--- src/rtl/axi4_lite_pkg.sv ---
// Shared types and constants for the AXI4-Lite register slave.
// Response codes, FSM state encodings and register index width.
package axi4_lite_pkg;

  localparam logic [1:0] RESP_OKAY   = 2'b00;
  localparam logic [1:0] RESP_SLVERR = 2'b10;

  localparam int REG_IDX_W = 2;

  typedef enum logic {
    WR_IDLE,
    WR_RESP
  } wr_state_e;

  typedef enum logic {
    RD_IDLE,
    RD_DATA
  } rd_state_e;

endpackage

--- src/rtl/axi4_lite_regfile.sv ---
// Register array: one write port, one combinational read port,
// and a flattened parallel export of all registers.
module axi4_lite_regfile
  import axi4_lite_pkg::*;
#(
  parameter int NUM_REGS = 4,
  parameter int DATA_W   = 32
) (
  input  logic                       clk,
  input  logic                       rst_n,
  input  logic                       we,
  input  logic [REG_IDX_W-1:0]       widx,
  input  logic [DATA_W-1:0]          wdata,
  input  logic [REG_IDX_W-1:0]       ridx,
  output logic [DATA_W-1:0]          rdata,
  output logic [NUM_REGS*DATA_W-1:0] regs_o
);

  logic [DATA_W-1:0] regs_q [NUM_REGS];
  logic [DATA_W-1:0] regs_d [NUM_REGS];

  always_comb begin
    for (int i = 0; i < NUM_REGS; i++) begin
      regs_d[i] = regs_q[i];
    end
    if (we) begin
      regs_d[widx] = wdata;
    end
  end

  always_ff @(posedge clk) begin
    if (!rst_n) begin
      for (int i = 0; i < NUM_REGS; i++) begin
        regs_q[i] <= '0;
      end
    end else begin
      for (int i = 0; i < NUM_REGS; i++) begin
        regs_q[i] <= regs_d[i];
      end
    end
  end

  // Read sees pre-write contents, so a same-edge read returns the old value
  assign rdata = regs_q[ridx];

  for (genvar g = 0; g < NUM_REGS; g++) begin : g_flat
    assign regs_o[g*DATA_W +: DATA_W] = regs_q[g];
  end

endmodule

--- src/rtl/axi4_lite_slave_regs.sv ---
// AXI4-Lite responder over a 4-entry register file.
// Independent write (AW/W/B) and read (AR/R) handshake FSMs.
module axi4_lite_slave_regs
  import axi4_lite_pkg::*;
#(
  parameter int NUM_REGS = 4,
  parameter int DATA_W   = 32
) (
  input  logic                       ACLK,
  input  logic                       ARESETn,
  input  logic [3:0]                 AWADDR,
  input  logic                       AWVALID,
  output logic                       AWREADY,
  input  logic [DATA_W-1:0]          WDATA,
  input  logic                       WVALID,
  output logic                       WREADY,
  output logic [1:0]                 BRESP,
  output logic                       BVALID,
  input  logic                       BREADY,
  input  logic [3:0]                 ARADDR,
  input  logic                       ARVALID,
  output logic                       ARREADY,
  output logic [DATA_W-1:0]          RDATA,
  output logic [1:0]                 RRESP,
  output logic                       RVALID,
  input  logic                       RREADY,
  output logic [NUM_REGS*DATA_W-1:0] regs_o
);

  wr_state_e wr_state_q, wr_state_d;
  rd_state_e rd_state_q, rd_state_d;

  logic                 aw_held_q, aw_held_d;
  logic                 w_held_q, w_held_d;
  logic [REG_IDX_W-1:0] awidx_q, awidx_d;
  logic [DATA_W-1:0]    wdata_q, wdata_d;
  logic [DATA_W-1:0]    rdata_q, rdata_d;

  logic                 aw_hs, w_hs, ar_hs;
  logic                 rf_we;
  logic [REG_IDX_W-1:0] rf_widx;
  logic [DATA_W-1:0]    rf_wdata;
  logic [DATA_W-1:0]    rf_rdata;

  logic unused_addr_lsb;
  assign unused_addr_lsb = ^{AWADDR[1:0], ARADDR[1:0]};

  axi4_lite_regfile #(
    .NUM_REGS (NUM_REGS),
    .DATA_W   (DATA_W)
  ) u_regfile (
    .clk    (ACLK),
    .rst_n  (ARESETn),
    .we     (rf_we),
    .widx   (rf_widx),
    .wdata  (rf_wdata),
    .ridx   (ARADDR[3:2]),
    .rdata  (rf_rdata),
    .regs_o (regs_o)
  );

  always_ff @(posedge ACLK) begin
    if (!ARESETn) begin
      wr_state_q <= WR_IDLE;
      rd_state_q <= RD_IDLE;
      aw_held_q  <= 1'b0;
      w_held_q   <= 1'b0;
      awidx_q    <= '0;
      wdata_q    <= '0;
      rdata_q    <= '0;
    end else begin
      wr_state_q <= wr_state_d;
      rd_state_q <= rd_state_d;
      aw_held_q  <= aw_held_d;
      w_held_q   <= w_held_d;
      awidx_q    <= awidx_d;
      wdata_q    <= wdata_d;
      rdata_q    <= rdata_d;
    end
  end

  assign aw_hs = AWVALID & AWREADY;
  assign w_hs  = WVALID & WREADY;
  assign ar_hs = ARVALID & ARREADY;

  // Address and data may arrive in either order; commit once both exist
  always_comb begin
    wr_state_d = wr_state_q;
    aw_held_d  = aw_held_q;
    w_held_d   = w_held_q;
    awidx_d    = awidx_q;
    wdata_d    = wdata_q;
    rf_we      = 1'b0;
    rf_widx    = awidx_q;
    rf_wdata   = wdata_q;
    unique case (wr_state_q)
      WR_IDLE: begin
        if (aw_hs) begin
          aw_held_d = 1'b1;
          awidx_d   = AWADDR[3:2];
          rf_widx   = AWADDR[3:2];
        end
        if (w_hs) begin
          w_held_d = 1'b1;
          wdata_d  = WDATA;
          rf_wdata = WDATA;
        end
        if ((aw_hs | aw_held_q) & (w_hs | w_held_q)) begin
          rf_we      = 1'b1;
          wr_state_d = WR_RESP;
        end
      end
      WR_RESP: begin
        if (BREADY) begin
          aw_held_d  = 1'b0;
          w_held_d   = 1'b0;
          wr_state_d = WR_IDLE;
        end
      end
      default: wr_state_d = WR_IDLE;
    endcase
  end

  always_comb begin
    rd_state_d = rd_state_q;
    rdata_d    = rdata_q;
    unique case (rd_state_q)
      RD_IDLE: begin
        if (ar_hs) begin
          rdata_d    = rf_rdata;
          rd_state_d = RD_DATA;
        end
      end
      RD_DATA: begin
        if (RREADY) begin
          rd_state_d = RD_IDLE;
        end
      end
      default: rd_state_d = RD_IDLE;
    endcase
  end

  always_comb begin
    AWREADY = ARESETn & (wr_state_q == WR_IDLE) & ~aw_held_q;
    WREADY  = ARESETn & (wr_state_q == WR_IDLE) & ~w_held_q;
    BVALID  = (wr_state_q == WR_RESP);
    BRESP   = RESP_OKAY;
  end

  always_comb begin
    ARREADY = ARESETn & (rd_state_q == RD_IDLE);
    RVALID  = (rd_state_q == RD_DATA);
    RDATA   = rdata_q;
    RRESP   = RESP_OKAY;
  end

endmodule

--- config.mk ---
export PLATFORM = sky130hd
export DESIGN_NAME = axi4_lite_slave_regs
export DESIGN_NICKNAME = d
export VERILOG_FILES = /design/src/rtl/axi4_lite_pkg.sv /design/src/rtl/axi4_lite_regfile.sv /design/src/rtl/axi4_lite_slave_regs.sv
export SDC_FILE = /design/constraint.sdc
export NUM_CORES = 1
export LEC_CHECK = 0
export CORE_MARGIN = 3
export CORE_UTILIZATION = 36
export DETAILED_ROUTE_END_ITERATION = 12
export PLACE_DENSITY = 0.58
export SKIP_CTS_REPAIR_TIMING = 1
export SLEW_MARGIN = 0
export SYNTH_ARGS = -nofsm -noshare
export SYNTH_HDL_FRONTEND = slang
export SYNTH_HIERARCHICAL = 1
export SYNTH_SLANG_ARGS = --single-unit
--- constraint.sdc ---
create_clock -name ACLK -period 3.9 [get_ports ACLK]
set_input_delay 1.17 -clock ACLK [delete_from_list [all_inputs] [get_ports ACLK]]
set_output_delay 1.17 -clock ACLK [all_outputs]
set_load 0.02 [all_outputs]
==> results.cfg <==
[sta]
slew_headroom_pct = 40.03
period_minus_slack_ns = 3.372
tightest_slew_ns = 0.8996
final-max-slew-violation-count = 0
hold_viol_final = 0
setup_violations = 0
fin_skew_ns = 0.01222
max_freq_mhz = 296.5
fin_ws_ns = 0.5278
tns_ns = 0
period_share_pct = 86.47
rsz0062_at_grt = false

[synthesis]
ys.flop_type = dfxtp_1
ys_types = 29
yosysTopAreaCellShare_pct = 44.65
synth-seq-cells = 198
post-synth-top-count-cell = nand2_1
ys.warnings.count = 6
synth_common_cells = nand2_1 (228), dfxtp_1 (198), mux2i_1 (194)
ys_seq_area_share_pct = 44.65
syn_area_sq_um = 8877
synth_edf_count = 0
netlist_top_cells_area = dfxtp_1 (45%), mux2i_1 (22%), nand2_1 (9.6%), mux4_2 (7.9%), mux2_4 (4.7%)
synth_top_cell_by_area = dfxtp_1
syn_area_per_cell_sq_um = 10.56
synthArstFlopShare_pct = 0
syn-instance-count = 841

[worst_setup_path]
crit_family = buffers and inverters
end_kind = output port
slowest_delay_ns = 0.61
cp.buffers_inverters = 2
crit_chain = buf_6 > nand2b_1 > nor2_1 > clkdlybuf4s50_1
crit_required_ns = 2.73
worst-setup-path-type = in2out
worst-path-max-fanout = 25
crit_arrival_ns = 2.20
start_kind = input port
crit_slowest_cell = clkdlybuf4s50_1

[placement]
postPlaceCellArea_sq_um = 11050
dp_hpwl_mm = 15.97
numPortBuffers = 207
gp_congestion = 0.7500
dp_slack_ns = 0.5353

[floorplan]
start_util_pct = 37.26
core-area_sq_um = 23820
ios = 216
dieHeight_microns = 163.0
die_w_microns = 163.0
rows = 56
die-area_sq_um = 26580

[clock_network]
cts_buffers = 17
clk_latency_ns = 0.43
clkSlewWorstSetupHoldPaths_ns = 0.08
cts_tree = done
clock-root-buffer = clkbuf_16
htree_num_levels = 4
clkSinkCount = 198
clk_path_buf_depth = 2

[route]
drc = 0
num_vias = 6299
drt-pass1-iter-count = 4
drt_iter0_markers = 337
viasPerCell = 4.645
wirelength_mm = 23.10
wl_per_cell_microns = 17.03
ant_nets = 0

[global_route]
grt_pass1_wl_mm = 35.80
grt_pass1_vias = 6175
grt_start_max_net_pins = 88
grt_antenna_before_repair = 0
track_usage_pct = 17.30
overflow = 0

[finish]
final_area_sq_um = 11640
fin_nets = 1070
layout-drive-gt1-share_pct = 11.78
area_delta_synth_final_pct = 31.16
final_util_pct = 48.88

[job]
maxCapViolations = 0

[run_status]
status = complete, no violations

[power]
vdd_drop_max_v = 0.0002555
leakagePower_uw = 0.005231
power_density_nw_per_um2 = 377.8

[min_path]
hp-class = reg2reg
power breakdown:
group,switching [uW],leakage [uW],internal (uW)
logic,268,0.00334,250
clock network,832,0.000290,938
registers,35.6,0.00160,2080
total,1140,0.00523,3260
state kept, by name, indices dropped and copies added (netlist names):
name,cells
wdata_q,32
awidx_q,2
BVALID,1
RDATA,32
u_regfile/regs_q,128
w_held_q,1
RVALID,1
aw_held_q,1
worst paths after layout:
path / from / endpoint / slack (ns) / cells after the start
worst max-delay path: ARESETn / AWREADY / 0.53 / 4
worst min-delay path: RDATA[2] / RDATA[2] / 0.46 / 2
worst max register to register: BVALID / u_regfile/regs_q[0][4] / 1.80 / 5
worst min register to register: RDATA[2] / RDATA[2] / 0.46 / 2
through the flow:
step / total power [uW] / hold WS (ns) / instances
floorplan: 2519 / 0.4436 / 844
global placement: 2679 / 0.4446 / 1323
detailed placement: 2683 / 0.4518 / 1323
CTS: 4461 / 0.4634 / 1355
global route: 4568 / 0.4824 / 1355
finish: 4399 / 0.4596 / 1356
cell usage in the layout (no fill, tap or decap), drive strengths merged:
cell type and count:
nor3 1, and4bb 1, mux2i 194, nor3b 1, nor2b 3, nand4bb 2
buf 21, a21boi 2, a21oi 2, inv 69, diode 1, nand3 1
dfxtp 198, bufinv 1, o21a 2, nor2 2, nand2b 1, mux2 34
clkbuf 19, nand2 228, clkinv 8, conb 4, o32ai 1, nand3b 3
mux4 32, clkinvlp 1, o211a 1, clkdlybuf4s50 204
tightest hold or removal path, cell delays in order (launching register included):
cell,delay [ns]
dfxtp_1,0.31
nand2_1,0.05
mux2i_1,0.05
area by class of cell:
type                    count  area, sq um
fillers                  2226        12180
inverters                  66        247.7
well taps                 319        399.1
diodes                      1        2.502
multi-input cells         515         4224
clock buffers              19        452.9
flip-flops and latches    198         3964
repair buffers            225         2211
clock inverters            13        142.6
cell families (layout without fill, tap and decap cells):
| logic type | count (synthesis) | in the layout | synth area share (%) |
|---|---|---|---|
| other | 1 | 5 | 0.04224 |
| multiplexers | 260 | 260 | 35.53 |
| AND/OR/NAND/NOR | 243 | 243 | 10.97 |
| AO/OA/AOI/OAI | 8 | 8 | 0.6624 |
| flip-flops | 198 | 198 | 44.65 |
| buffers and inverters | 131 | 323 | 8.147 |
routing by layer:
layer | GRT usage (%) | share of wire, % | vias up
li1 | - | - | 3145
met2 | 26.66 | 45 | 125
met5 | 0 | 0 | -
met3 | 3.094 | 4.0 | 14
met4 | 4.729 | 1.1 | 0
met1 | 25.02 | 50 | 3015
No activity file was read; power rests on OpenSTA's default activity.
